<file path="config.mk">
export PLATFORM = sky130hd
export DESIGN_NAME = enemy_hit_detect
export DESIGN_NICKNAME = d
export VERILOG_FILES = /design/src/rtl/enemy_hit_detect.sv
export SDC_FILE = /design/constraint.sdc
export NUM_CORES = 1
export LEC_CHECK = 0
export ABC_AREA = 1
export CAP_MARGIN = 5
export CELL_PAD_IN_SITES_DETAIL_PLACEMENT = 1
export CELL_PAD_IN_SITES_GLOBAL_PLACEMENT = 1
export CORE_MARGIN = 3
export CORE_UTILIZATION = 35
export CTS_BUF_LIST = sky130_fd_sc_hd__clkbuf_4 sky130_fd_sc_hd__clkbuf_8 sky130_fd_sc_hd__clkbuf_16
export DETAILED_ROUTE_END_ITERATION = 16
export MAX_ROUTING_LAYER = met4
export PLACE_DENSITY_LB_ADDON = 0.3
export SLEW_MARGIN = 20
export SYNTH_ARGS = -nofsm -noshare
export SYNTH_HDL_FRONTEND = slang
export SYNTH_SLANG_ARGS = --single-unit
export TNS_END_PERCENT = 50
</file>
<file path="constraint.sdc">
create_clock -name clk -period 2.8 [get_ports clk]
set_clock_uncertainty 0.1 [all_clocks]
set_input_delay 0.7 -clock clk [delete_from_list [all_inputs] [get_ports clk]]
set_output_delay 0.7 -clock clk [all_outputs]
set_load 0.1 [all_outputs]
</file>
<file path="src/rtl/enemy_hit_detect.sv">
// Resolves each enemy life on one channel: shot down by the player or reached the base.
// Issues a one-cycle kill back to the enemy control unit and drives the explosion marker.
module enemy_hit_detect #(
  parameter int OUT_WIDTH     = 8,
  parameter int HIT_RADIUS    = 4,
  parameter int X_BASE_LIMIT  = 16,
  parameter int EXPLODE_TICKS = 8
) (
  input  logic                 clk,
  input  logic                 rst,
  input  logic                 en,
  input  logic                 frame_pulse,
  input  logic                 spawn,
  input  logic [OUT_WIDTH-1:0] xenemy,
  input  logic [OUT_WIDTH-1:0] yenemy,
  input  logic                 fire,
  input  logic [OUT_WIDTH-1:0] xcross,
  input  logic [OUT_WIDTH-1:0] ycross,
  output logic                 kill,
  output logic                 score_pulse,
  output logic                 base_hit,
  output logic                 explode,
  output logic [OUT_WIDTH-1:0] xexplode,
  output logic [OUT_WIDTH-1:0] yexplode
);

  typedef enum logic [1:0] {IDLE, TRACK, EXPLODE, BASE} state_t;

  localparam int TW = $clog2(EXPLODE_TICKS + 1);
  localparam logic [OUT_WIDTH:0]   RADIUS     = (OUT_WIDTH + 1)'(HIT_RADIUS);
  localparam logic [OUT_WIDTH-1:0] BASE_LIMIT = OUT_WIDTH'(X_BASE_LIMIT);
  localparam logic [TW-1:0]        LAST_TICK  = TW'(EXPLODE_TICKS - 1);

  state_t             state;
  state_t             state_nxt;
  logic               spawn_q;
  logic [TW-1:0]      ticks;
  logic [OUT_WIDTH:0] dx;
  logic [OUT_WIDTH:0] dy;
  logic               hit;
  logic               at_base;
  logic               spawn_rise;
  logic               last_tick;
  logic               kill_d;
  logic               score_d;
  logic               base_d;
  logic               explode_d;

  // Distances are unsigned magnitudes one bit wider than the coordinates, so they never wrap.
  always_comb begin
    dx = (xenemy >= xcross) ? ({1'b0, xenemy} - {1'b0, xcross}) : ({1'b0, xcross} - {1'b0, xenemy});
    dy = (yenemy >= ycross) ? ({1'b0, yenemy} - {1'b0, ycross}) : ({1'b0, ycross} - {1'b0, yenemy});
    hit        = (dx <= RADIUS) && (dy <= RADIUS);
    at_base    = (xenemy <= BASE_LIMIT);
    spawn_rise = spawn && !spawn_q;
    last_tick  = frame_pulse && (ticks == LAST_TICK);
  end

  always_comb begin
    state_nxt = state;
    case (state)
      IDLE:    if (spawn_rise) state_nxt = TRACK;
      TRACK: begin
        if (!spawn)              state_nxt = IDLE;
        else if (fire && hit)    state_nxt = EXPLODE;
        else if (at_base)        state_nxt = BASE;
      end
      EXPLODE: if (last_tick) state_nxt = IDLE;
      BASE:    state_nxt = IDLE;
      default: state_nxt = IDLE;
    endcase
  end

  always_comb begin
    score_d   = (state == TRACK) && (state_nxt == EXPLODE);
    base_d    = (state == TRACK) && (state_nxt == BASE);
    kill_d    = score_d || base_d;
    explode_d = (state_nxt == EXPLODE);
  end

  // Disabling the channel is a soft reset, so it also aborts a running explosion.
  always_ff @(posedge clk) begin
    if (rst || !en) begin
      state       <= IDLE;
      spawn_q     <= 1'b0;
      ticks       <= '0;
      kill        <= 1'b0;
      score_pulse <= 1'b0;
      base_hit    <= 1'b0;
      explode     <= 1'b0;
      xexplode    <= '0;
      yexplode    <= '0;
    end else begin
      state       <= state_nxt;
      spawn_q     <= spawn;
      kill        <= kill_d;
      score_pulse <= score_d;
      base_hit    <= base_d;
      explode     <= explode_d;
      if (score_d) begin
        ticks    <= '0;
        xexplode <= xenemy;
        yexplode <= yenemy;
      end else if ((state == EXPLODE) && frame_pulse) begin
        ticks <= ticks + 1'b1;
      end
    end
  end

endmodule

</file>
==> run_results.csv <==
group,metric,value,unit
status,status,"completed",
final_layout,fin_nets,689,
drt,via_per_inst,5.22,
cts,numCtsBuffers,3,
final_layout,antenna_cells,0,
flow_run,maxCapViolCount,0,
drt,antenna_left,0,
worst_setup_path,worstSetupPathType,"in -> reg",
synthesis,ys_seq_elements,27,
worst_setup_path,cp-startpoint,"yenemy[4]",
cts,cts_root_buffer,"clkbuf_8",
synthesis,syn_area_per_cell,5.73,um^2
global_routing,grt_usage,26.2,%
sta,slew_violations,0,
synthesis,syn_area,0.00278,mm^2
worst_setup_path,end_kind,"register",
sta,finalSetupTns,0,ns
sta,worst_slew_pin_slew,0.746,ns
worst_setup_path,worstPathRequired,2.86,ns
worst_hold_path,hold_class,"reg -> reg",
final_layout,final_common_cell,"nand2_1",
synthesis,synth_top_cell_by_area,"nand2_1",
worst_setup_path,worstReg2RegStart,"state[0]",
worst_setup_path,path_max_fanout,8,
final_layout,syn_to_final_growth,59.1,%
cts,clk_latency,0.28,ns
sta,fmax,0.357,GHz
drt,drc,0,
global_routing,antenna_found_initial,0,
sta,setup_violations,0,
synthesis,synth_top_area_share,27.5,%
power_and_ir_drop,switching_share,41.1,%
cts,hold_buffers,0,
sta,slew_headroom,49.9,%
worst_setup_path,worst_path_max_delay_cell,"a21oi_1",
placed_design,dpl.hpwl,8360,um
power_and_ir_drop,p_total,1400,uW
final_layout,drive_gt1_share,41.7,%
drt,wl_met1,4640,um
cts,cts_buffer_depth,2,
die,die_y,95.2,um
sta,period_share,99.9,%
global_routing,grt_pass1_wl,18300,um
worst_hold_path,min_from,"yexplode[4]",
cts,cts_tree,"done",
global_routing,grt_max_degree,15,
final_layout,fill_cells,985,
power_and_ir_drop,clockPowerShare,17.4,%
power_and_ir_drop,internal_power,824,uW
sta,min_period,2.80,ns
drt,wl_met2,7210,um
die,die_x,95.2,um
worst_setup_path,cpPeakStageDelay,0.28,ns
power_and_ir_drop,pwr-share-comb,55.0,%
die,num_rows,31,
synthesis,yosys_warnings,0,
drt,wl_per_cell,18.2,um
synthesis,ys_seq_area_share,19.4,%
drt,vias,3737,
power_and_ir_drop,power.switching,574,uW
die,ioPinCount,58,
global_routing,grt_remaining_overflow,0,
synthesis,synth_cell_type_count,31,
drt,drt-initial-drc-count,113,
placed_design,gp_congestion,0.927,
synthesis,syn_inst,486,
power_and_ir_drop,ir_worst_vdd,0.000184,V
die,initial_core_util,37.2,%
worst_setup_path,startpoint_type,"input pin",
global_routing,grt_pass1_vias,3946,
die,fp.dieArea,0.00906,mm^2
worst_setup_path,worstPathArrival,2.86,ns
power_and_ir_drop,p_leak,0.00251,uW
die,core_area,0.00749,mm^2
power_and_ir_drop,seqPwrFrac,27.6,%
drt,wl_met3,561,um
power_and_ir_drop,power_density,316,mW/mm^2
cts,clkTransAtPathRegs,0.09,ns
drt,firstDrtPassIters,4,
drt,wirelength,13000,um
placed_design,port_buffers,57,
final_layout,final_cell_mix,"nand2_1 (157), buf_4 (83), inv_1 (78)",
synthesis,synthesis.nets,557,
sta,finalHoldViolCount,0,
cts,cts_max_level,1,
synthesis,synth.area.top_cells,"nand2_1 (28%), dfxtp_1 (19%), ha_1 (15%)",
drt,highest_layer,"met4",
cts,cts.sinks,27,
worst_setup_path,path_cells,"clkbuf_2 > buf_4 > ha_1 > buf_4 > a21oi_1 > nand4_1 > nand2_1 > nand2_1 > nand2_1 > nand2_1 > nor2_2 > nand2_2 > nor2_4 > a31oi_4 > buf_4 > nand2_1 > nand2_1",
worst_setup_path,critical_path.most_common_cell,"nand2_1",
through the flow:
step           area (um^2)  worst slack, ns  std cells  hold slack, ns  utilization [%]
6_report              4430          0.00234        716           0.359             59.2
5_1_grt               4430          -0.0986        716           0.381             59.2
4_1_cts               4280          0.00167        709           0.362             57.2
3_5_place_dp          3800           -0.765        691           0.347             50.7
3_3_place_gp          3800           -0.570        691           0.334             50.7
2_1_floorplan         2780            0.172        486           0.404                -
cell type report:
class | count | area (um^2) | share of cell area [%]
Clock buffer | 4 | 48.8 | 1.10
Inverter | 103 | 400 | 9.04
Multi-Input combinational cell | 353 | 2370 | 53.5
Sequential cell | 27 | 541 | 12.2
Tap cell | 99 | 124 | 2.80
Timing Repair Buffer | 128 | 923 | 20.9
Timing Repair inverter | 2 | 20.0 | 0.452
cell usage after synthesis:
library cell	n
nand3_1	29
o21ai_0	2
nor4_1	1
ha_1	33
dfxtp_1	27
a41oi_1	1
buf_2	2
nand3b_1	3
o41ai_1	1
a31oi_1	1
nor2_2	3
nand4_1	9
nand2_2	3
nand3_2	3
or2_2	1
nand2_1	204
a21oi_1	14
or2_1	1
xor2_1	9
clkinv_2	1
nor2_1	28
o311ai_0	1
o21a_1	1
clkinv_1	1
nand2_4	1
a21o_1	1
nor3_1	2
mux2_2	1
buf_6	1
inv_2	1
inv_1	100
final timing paths:
path / to / cells past startpoint / slack (ns)
worst max register to register: yexplode[7] / 6 / 0.87
worst max-delay path: yexplode[7] / 17 / 0.002
worst min register to register: yexplode[4] / 2 / 0.36
worst min-delay path: yexplode[4] / 2 / 0.36
cell families (layout without fill, tap and decap cells):
kind of cell	count (synthesis)	in the layout	synth area share (%)
and+or+nand+nor	288	288	43.2
adders and majority gates	33	33	14.8
buffers and inverters	106	237	14.7
DFF	27	27	19.4
muxes	1	1	0.405
AOI/OAI and AO/OA	22	22	4.59
xor gates and xnor gates	9	9	2.83
state kept, by name, indices dropped and copies added (netlist names):
| name | count |
|---|---|
| xexplode | 8 |
| yexplode | 8 |
| ticks | 4 |
| state | 2 |
| base_hit | 1 |
| explode | 1 |
| kill | 1 |
| score_pulse | 1 |
| spawn_q | 1 |
power by group through the flow:
stage	combinational, uW	clock [uW]	sequential [uW]
after global placement	539	0	394
after CTS	655	246	386
after global routing	833	261	386
final	768	243	386
after detailed placement	563	0	395
after floorplan	316	0	395
layer usage:
metal,vias to the layer above,track usage (%)
met3,56,3.55
met5,-,-
met4,0,11.2
met2,146,50.8
met1,1797,25.8
li1,1738,-
what timing repair did:
item                                    4_1_cts  5_1_grt
pin swaps                                    28       46
hold endpoints to repair                      0        0
cloned                                        3        0
setup buffers                                11        7
resized for setup                           126      128
endpoints found under the setup margin       26       26
worst max-delay path, delay by kind of cell:
kind	cells	cell delay, ns
simple gates	10	0.95
compound gates	2	0.40
fa+ha+maj	1	0.20
buf+inv	4	0.59
Note: power is estimated with default switching activity, not from simulation.
